### src/rtl/xnor_diff_pkg.sv
// Shared definitions for the XNOR-differential serial link (receiver and transmitter).
//   rx_state_e  : receiver frame FSM states
//   rx_err_t    : per-frame error/status pulse bundle
//   START_BIT / STOP_BIT : decoded framing bit values
//   even_parity : parity helper, payload zero-extended to MAX_DATA_W
package xnor_diff_pkg;

    localparam int unsigned MAX_DATA_W = 16;

    localparam logic START_BIT = 1'b0;
    localparam logic STOP_BIT  = 1'b1;

    typedef enum logic [1:0] {
        IDLE   = 2'd0,
        DATA   = 2'd1,
        PARITY = 2'd2,
        STOP   = 2'd3
    } rx_state_e;

    typedef struct packed {
        logic frame_err;
        logic par_err;
        logic overrun;
    } rx_err_t;

    // Even parity: the parity bit equals the XOR of all payload bits.
    function automatic logic even_parity(input logic [MAX_DATA_W-1:0] data);
        return ^data;
    endfunction

endpackage

### src/rtl/xnor_diff_bitdec.sv
// XNOR-differential line decoder.
// Ports:
//   clk, rst   : clock, asynchronous active-high reset
//   line_in    : encoded serial bit
//   line_valid : line_in is meaningful this cycle
//   dec        : decoded bit ~(line_in ^ prev), combinational
//   dec_valid  : dec is meaningful this cycle, combinational
// dec/dec_valid are combinational so the frame FSM sees each bit in the
// cycle it is sampled; prev only advances on valid samples.
module xnor_diff_bitdec #(
    parameter logic PREV_INIT = 1'b1
) (
    input  logic clk,
    input  logic rst,
    input  logic line_in,
    input  logic line_valid,
    output logic dec,
    output logic dec_valid
);

    logic prev;

    // Previous line level, held across invalid cycles.
    always_ff @(posedge clk or posedge rst) begin
        if (rst) begin
            prev <= PREV_INIT;
        end else if (line_valid) begin
            prev <= line_in;
        end
    end

    assign dec       = ~(line_in ^ prev);
    assign dec_valid = line_valid;

endmodule

### src/rtl/xnor_diff_rx.sv
// XNOR-differential serial frame receiver.
// Frame (decoded): start(0), DATA_W payload bits LSB first, [even parity], stop(1).
// Build option: define XNOR_DIFF_RX_PARITY_EN to include the parity bit/state;
// otherwise frames carry no parity bit and par_err stays 0.
// Ports:
//   clk, rst   : clock, asynchronous active-high reset
//   line_in    : encoded serial bit, sampled when line_valid=1
//   line_valid : sample qualifier
//   out_ready  : downstream accepts out_data
//   out_data   : decoded payload (registered)
//   out_valid  : out_data holds an unconsumed frame
//   frame_err  : one-cycle pulse, bad stop bit
//   par_err    : one-cycle pulse, parity mismatch
//   overrun    : one-cycle pulse, good frame dropped because output was full
//   busy       : FSM is not IDLE
module xnor_diff_rx
    import xnor_diff_pkg::*;
#(
    parameter int unsigned DATA_W    = 8,
    parameter logic        PREV_INIT = 1'b1
) (
    input  logic              clk,
    input  logic              rst,
    input  logic              line_in,
    input  logic              line_valid,
    input  logic              out_ready,
    output logic [DATA_W-1:0] out_data,
    output logic              out_valid,
    output logic              frame_err,
    output logic              par_err,
    output logic              overrun,
    output logic              busy
);

    localparam int unsigned       CNT_W    = $clog2(DATA_W);
    localparam logic [CNT_W-1:0]  LAST_BIT = CNT_W'(DATA_W - 1);

    logic              dec;
    logic              dec_valid;

    rx_state_e         state_q,   state_d;
    logic [CNT_W-1:0]  cnt_q,     cnt_d;
    logic [DATA_W-1:0] shreg_q,   shreg_d;
    logic              par_bad_q, par_bad_d;
    logic [DATA_W-1:0] out_data_d;
    logic              out_valid_d;
    logic              busy_d;
    rx_err_t           err_d;

    xnor_diff_bitdec #(
        .PREV_INIT (PREV_INIT)
    ) u_bitdec (
        .clk        (clk),
        .rst        (rst),
        .line_in    (line_in),
        .line_valid (line_valid),
        .dec        (dec),
        .dec_valid  (dec_valid)
    );

    // State, datapath and registered outputs.
    always_ff @(posedge clk or posedge rst) begin
        if (rst) begin
            state_q   <= IDLE;
            cnt_q     <= '0;
            shreg_q   <= '0;
            par_bad_q <= 1'b0;
            out_data  <= '0;
            out_valid <= 1'b0;
            frame_err <= 1'b0;
            par_err   <= 1'b0;
            overrun   <= 1'b0;
            busy      <= 1'b0;
        end else begin
            state_q   <= state_d;
            cnt_q     <= cnt_d;
            shreg_q   <= shreg_d;
            par_bad_q <= par_bad_d;
            out_data  <= out_data_d;
            out_valid <= out_valid_d;
            frame_err <= err_d.frame_err;
            par_err   <= err_d.par_err;
            overrun   <= err_d.overrun;
            busy      <= busy_d;
        end
    end

    // Frame FSM: advances only on valid decoded bits.
    always_comb begin
        state_d     = state_q;
        cnt_d       = cnt_q;
        shreg_d     = shreg_q;
        par_bad_d   = par_bad_q;
        out_data_d  = out_data;
        out_valid_d = out_valid & ~out_ready;
        err_d       = '0;

        if (dec_valid) begin
            case (state_q)
                IDLE: begin
                    if (dec == START_BIT) begin
                        state_d   = DATA;
                        cnt_d     = '0;
                        par_bad_d = 1'b0;
                    end
                end
                DATA: begin
                    shreg_d = {dec, shreg_q[DATA_W-1:1]};
                    if (cnt_q == LAST_BIT) begin
                        cnt_d = '0;
`ifdef XNOR_DIFF_RX_PARITY_EN
                        state_d = PARITY;
`else
                        state_d = STOP;
`endif
                    end else begin
                        cnt_d = cnt_q + CNT_W'(1);
                    end
                end
`ifdef XNOR_DIFF_RX_PARITY_EN
                PARITY: begin
                    par_bad_d = (dec != even_parity(MAX_DATA_W'(shreg_q)));
                    state_d   = STOP;
                end
`endif
                STOP: begin
                    state_d = IDLE;
                    if (dec != STOP_BIT) begin
                        err_d.frame_err = 1'b1;
                    end else if (par_bad_q) begin
                        err_d.par_err = 1'b1;
                    end else if (!out_valid || out_ready) begin
                        // Slot is free or being drained this cycle.
                        out_data_d  = shreg_q;
                        out_valid_d = 1'b1;
                    end else begin
                        err_d.overrun = 1'b1;
                    end
                end
                default: begin
                    state_d = IDLE;
                end
            endcase
        end

        busy_d = (state_d != IDLE);
    end

endmodule

### config.mk
export PLATFORM = sky130hd
export DESIGN_NAME = xnor_diff_rx
export DESIGN_NICKNAME = d
export VERILOG_FILES = /design/src/rtl/xnor_diff_pkg.sv /design/src/rtl/xnor_diff_bitdec.sv /design/src/rtl/xnor_diff_rx.sv
export SDC_FILE = /design/constraint.sdc
export NUM_CORES = 1
export LEC_CHECK = 0
export ABC_AREA = 0
export CORE_MARGIN = 2
export CORE_UTILIZATION = 45
export DETAILED_ROUTE_END_ITERATION = 12
export GPL_ROUTABILITY_DRIVEN = 0
export PLACE_DENSITY = 0.68
export REMOVE_ABC_BUFFERS = 1
export SLEW_MARGIN = 25
export SYNTH_ARGS = -nofsm -noshare
export SYNTH_HDL_FRONTEND = slang
export SYNTH_SLANG_ARGS = --single-unit
export TNS_END_PERCENT = 1
### constraint.sdc
create_clock -name clk -period 3.1 [get_ports clk]
set_input_delay 0.93 -clock clk [delete_from_list [all_inputs] [get_ports clk]]
set_output_delay 0.93 -clock clk [all_outputs]
set_load 0.02 [all_outputs]
# After elaboration in Yosys (flattened, before gate mapping)
# Index checks and enable logic that the tools add are counted.
# Widths: inputs -> output; s select.
# totals
register_bits	27
latchBits	0
ram_bits	0
romBits	0
in_bits	5
output_inout_bits	13
wordCells	43
mem_count	0
# classes
addsub	1
mul	0
div_mod_pow	0
n_lt_le_gt_ge	0
n_eq_ne	4
n_shift	0
mux	16
bitwise	4
reduce_logical	8
# op_table
operator	n
$mux 3	4
$mux 1	7
$mux 2	3
$pmux 3 s2	1
$pmux 2 s2	1
$reduce_and 4->1	1
$reduce_bool 2->1	2
$add 3x1->3 const B	1
$eq 3x3->1 const B	1
$reduce_and 3->1	1
$eq 2x1->1 const B	1
$eq 2x2->1 const B	1
$logic_not 2->1	1
$ne 2x2->1 const B	1
$not 1->1	2
$reduce_and 2->1	1
$and 1x1->1	1
$logic_not 1->1	1
$logic_or 1x1->1	1
$xor 1x1->1	1

# Longest topological paths before layout
# logic_depth
depth_word	6
mapped_depth	4
depth_no_buf	4

# Cells and area by module
# From an unflattened synthesis, not the netlist that was laid out.
# unflattened
hier_cells	76
area_unflattened_um2	1108.6
# modules_own_cells
module	n_inst	cells_per_inst	area_per_inst_um2	seq_area_each_um2
xnor_diff_rx	1	71	1047.3	625.6
xnor_diff_bitdec	1	5	61.3	26.3

# Worst setup path before layout
# No wires, ideal clock.
# synth_timing
path_kind	input to register
from	input port line_valid
to	register out_data[0]
setup_time_ps	125
arrival_ps	1881
required_time_ps	2975
path_slack_ps	1094
stages	4
path_buffers	1
path_cell_list	buf_4 -> nand3_2 -> nor3b_4 -> mux2_2
# synth_via
elab_chain_len	1
# synth_rtl
item	line_no	source
from (decl)	xnor_diff_rx.sv:25	input logic line_valid,
$reduce_and 4->1 (no line)	-	
to (signal assigned)	xnor_diff_rx.sv:79	out_data <= out_data_d;
to (decl)	xnor_diff_rx.sv:27	output logic [DATA_W-1:0] out_data,
# Every way passes these cells.
# A chain may end at the register's enable or synchronous reset.

# Final worst setup path
# layout_timing
from	input port line_valid
to	register out_data[1]
# Same word-level chain as after synthesis.

==> run_summary.xml <==
<?xml version="1.0" encoding="UTF-8"?>
<metrics>
  <group name="pwr">
    <metric name="p_per_area" unit="mW/mm^2">672.5</metric>
    <metric name="static-leakage-power" unit="uW">0.0006170</metric>
    <metric name="power.ir.vdd_worst" unit="uV">385.9</metric>
  </group>
  <group name="floorplan">
    <metric name="die_ar" unit="sq mm">0.002768</metric>
    <metric name="core.rowCount" unit="">17</metric>
    <metric name="core_area" unit="sq mm">0.002233</metric>
    <metric name="die_height" unit="microns">52.62</metric>
    <metric name="boundaryPins" unit="">18</metric>
    <metric name="initial_utilization" unit="">0.4762</metric>
    <metric name="die_width" unit="microns">52.62</metric>
  </group>
  <group name="finish">
    <metric name="finish.utilization" unit="">0.5838</metric>
    <metric name="area_growth_syn_to_layout" unit="%">22.59</metric>
    <metric name="num_antenna_cells" unit="">0</metric>
    <metric name="finish.net_count" unit="">102</metric>
    <metric name="drive_above_1_share" unit="">0.2660</metric>
  </group>
  <group name="timing">
    <metric name="fin_setup_tns" unit="ns">0</metric>
    <metric name="skew" unit="ns">0.007585</metric>
    <metric name="max_slew.worst_pin.slew" unit="ns">0.5792</metric>
    <metric name="hold_viol_final" unit="">0</metric>
    <metric name="relSlewSlack" unit="">0.6098</metric>
    <metric name="fmax" unit="MHz">428.9</metric>
    <metric name="timing.final.crit_share" unit="">0.7521</metric>
    <metric name="min_period" unit="ns">2.331</metric>
    <metric name="slew_violations" unit="">0</metric>
    <metric name="final_setup_violating_endpoints" unit="">0</metric>
    <metric name="rsz0062_at_grt" unit="">false</metric>
  </group>
  <group name="logic_synthesis">
    <metric name="synth.yosys.warnings" unit="">0</metric>
    <metric name="yosysTopAreaCellShare" unit="">0.5882</metric>
    <metric name="synthesis.area_per_instance" unit="sq um">14.18</metric>
    <metric name="mappedNetlistArea" unit="sq mm">0.001064</metric>
    <metric name="yosysUniqueCellTypes" unit="">22</metric>
    <metric name="synth_area_leader_cell" unit="">sky130_fd_sc_hd__dfrtp_1</metric>
    <metric name="synthesis.instances" unit="">75</metric>
    <metric name="synth_sequential_area_ratio" unit="">0.6129</metric>
    <metric name="synth_area_leaders" unit="">sky130_fd_sc_hd__dfrtp_1 59%, sky130_fd_sc_hd__mux2_2 18%, sky130_fd_sc_hd__dfstp_2 2.5%</metric>
    <metric name="synth_seq_cells" unit="">26</metric>
  </group>
  <group name="global_route">
    <metric name="grt_remaining_overflow" unit="">0</metric>
    <metric name="grt_antenna_before_repair" unit="">0</metric>
    <metric name="grt_max_degree" unit="">27</metric>
    <metric name="grt_pass1_vias" unit="">645</metric>
    <metric name="grt_pass1_wl" unit="microns">2829</metric>
    <metric name="grt_use_total" unit="">0.1439</metric>
  </group>
  <group name="route">
    <metric name="routed_wire_length_per_instance" unit="microns">12.74</metric>
    <metric name="routed_via_density" unit="">5.057</metric>
    <metric name="drt-met1-wl" unit="microns">759</metric>
    <metric name="antenna_left" unit="">0</metric>
    <metric name="finalWirelength" unit="microns">1554</metric>
    <metric name="dr.max_layer_used" unit="">met4</metric>
    <metric name="routed-wl-met3" unit="microns">78</metric>
    <metric name="drt_iter0_drc" unit="">4</metric>
    <metric name="dr.pass1.iters" unit="">4</metric>
    <metric name="wl_met2" unit="microns">700</metric>
    <metric name="drt_drc_violations_left" unit="">0</metric>
    <metric name="route.vias.total" unit="">617</metric>
  </group>
  <group name="clock_network">
    <metric name="cts_tree" unit="">yes</metric>
    <metric name="clkSinkCount" unit="">26</metric>
    <metric name="cts_repair_resize_count" unit="">0</metric>
    <metric name="clk_pin_slew_worst_paths" unit="ns">0.13</metric>
    <metric name="clock_tree.htree_level_count" unit="">1</metric>
    <metric name="cts.hold.buffers_added" unit="">0</metric>
    <metric name="tritoncts.num_buffers" unit="">3</metric>
    <metric name="insertion_delay" unit="ns">0.32</metric>
    <metric name="maximum_root_to_sink_buffer_count" unit="">2</metric>
    <metric name="cts_root_buf" unit="">sky130_fd_sc_hd__clkbuf_4</metric>
    <metric name="post_cts.repair.setup_buffers" unit="">0</metric>
  </group>
  <group name="place">
    <metric name="detailedPlacementHpwl" unit="microns">1084</metric>
    <metric name="numPortBuffers" unit="">16</metric>
  </group>
  <group name="critical_path">
    <metric name="crit_path_end_kind" unit="">flip-flop</metric>
    <metric name="path_max_fanout" unit="">9</metric>
    <metric name="criticalPathCategory" unit="">in -&gt; reg</metric>
    <metric name="timing.critical_path.arrival" unit="ns">2.55</metric>
    <metric name="element_type_at_the_critical_path_start" unit="">input pin</metric>
    <metric name="critical_path_data_required_time" unit="ns">3.32</metric>
  </group>
  <group name="flow_run">
    <metric name="max_cap_violations" unit="">0</metric>
  </group>
  <group name="hold_path">
    <metric name="holdCritPathClass" unit="">reg -&gt; reg</metric>
  </group>
  <group name="status">
    <metric name="run_status" unit="">finished, final reports clean</metric>
  </group>
</metrics>
[layer usage]
layer | vias up | GRT usage
li1 | 297 | -
met1 | 301 | 0.1966
met2 | 17 | 0.2063
met3 | 2 | 0.03143
met4 | 0 | 0.08974
met5 | - | 0
[final timing paths]
path	slack, ns	endpoint	from	cells after the start
worst max-delay path	0.77	out_data[1]	line_valid	4
worst min-delay path	0.50	cnt_q[1]	cnt_q[1]	1
worst max register to register	1.41	cnt_q[0]	u_bitdec.prev	3
worst min register to register	0.50	cnt_q[1]	cnt_q[1]	1
max in group asynchronous	1.86	u_bitdec.prev	rst	3
min in group asynchronous	0.94	out_data[0]	rst	3
[flip-flops by register name, summed over array words and instances (netlist names)]
signal	cells
out_data	8
shreg_q	8
cnt_q	3
state_q	2
busy	1
frame_err	1
out_valid	1
overrun	1
u_bitdec.prev	1
[layout make-up]
cell class	count	area [sq um]
Fill cell	187	929.6
Sequential cell	26	651.9
Timing Repair Buffer	17	167.7
Clock inverter	1	30.03
Tap cell	28	35.03
Clock buffer	3	22.52
Multi-Input combinational cell	44	385.4
Inverter	3	11.26
[cells in the final DEF, fill, tap and decap left out, types with 3 or more instances in the layout]
| cell type | Yosys | routed |
|---|---|---|
| sky130_fd_sc_hd__clkbuf_4 | 0 | 3 |
| sky130_fd_sc_hd__clkdlybuf4s50_1 | 0 | 16 |
| sky130_fd_sc_hd__dfrtp_1 | 25 | 25 |
| sky130_fd_sc_hd__inv_1 | 3 | 3 |
| sky130_fd_sc_hd__mux2_2 | 17 | 17 |
| sky130_fd_sc_hd__nand2_1 | 3 | 3 |
| sky130_fd_sc_hd__nand2b_1 | 3 | 3 |
| sky130_fd_sc_hd__o21ai_0 | 3 | 3 |
[report_power, final]
part	total, uW	leakage, uW	internal (uW)	switching, uW
logic	173	0.000250	103	70.8
registers	474	0.000339	420	53.7
clock network	230	0.0000279	131	98.9
total	877	0.000617	653	223
[synthesized netlist by cell type]
| library cell | n |
|---|---|
| sky130_fd_sc_hd__nor2_1 | 2 |
| sky130_fd_sc_hd__conb_1 | 1 |
| sky130_fd_sc_hd__o21ai_0 | 3 |
| sky130_fd_sc_hd__nand2b_1 | 3 |
| sky130_fd_sc_hd__buf_4 | 2 |
| sky130_fd_sc_hd__ha_1 | 2 |
| sky130_fd_sc_hd__nand3_2 | 1 |
| sky130_fd_sc_hd__and4_1 | 2 |
| sky130_fd_sc_hd__xnor2_1 | 1 |
| sky130_fd_sc_hd__nand3b_1 | 1 |
| sky130_fd_sc_hd__dfstp_2 | 1 |
| sky130_fd_sc_hd__xor2_1 | 1 |
| sky130_fd_sc_hd__nor2b_1 | 1 |
| sky130_fd_sc_hd__nor3b_4 | 1 |
| sky130_fd_sc_hd__nand2_1 | 3 |
| sky130_fd_sc_hd__inv_1 | 3 |
| sky130_fd_sc_hd__dfrtp_1 | 25 |
| sky130_fd_sc_hd__o2111ai_1 | 1 |
| sky130_fd_sc_hd__nand3_1 | 1 |
| sky130_fd_sc_hd__mux2_2 | 17 |
| sky130_fd_sc_hd__a21o_1 | 2 |
| sky130_fd_sc_hd__nor4_1 | 1 |
[critical path, stage by stage]
cell	delay (ns)
sky130_fd_sc_hd__clkdlybuf4s50_1	0.62
sky130_fd_sc_hd__nand3_2	0.15
sky130_fd_sc_hd__nor3b_4	0.46
sky130_fd_sc_hd__mux2_2	0.39
[per-stage QoR]
step / area, sq um / hold WS (ns) / setup slack, ns / power (uW) / cells
3_5_place_dp: 1251 / 0.4702 / 0.4190 / 655.8 / 118
2_1_floorplan: 1049 / 0.4533 / 1.156 / 591.8 / 73
6_report: 1304 / 0.5004 / 0.7686 / 876.8 / 122
4_1_cts: 1304 / 0.5005 / 0.7584 / 885.0 / 122
3_3_place_gp: 1251 / 0.4650 / 0.4409 / 651.0 / 118
5_1_grt: 1304 / 0.5351 / 0.6659 / 934.4 / 122
[kinds of logic after synthesis]
logic type	synth area share
multiplexers	0.1800
AND/OR/NAND/NOR	0.1024
buffers and inverters	0.02470
flip-flops	0.6129
XOR/XNOR	0.01647
other	0.003526
adder cells (fa/ha/maj)	0.02353
AO/OA/AOI/OAI	0.03646
Power figures use the tool's default switching activity.
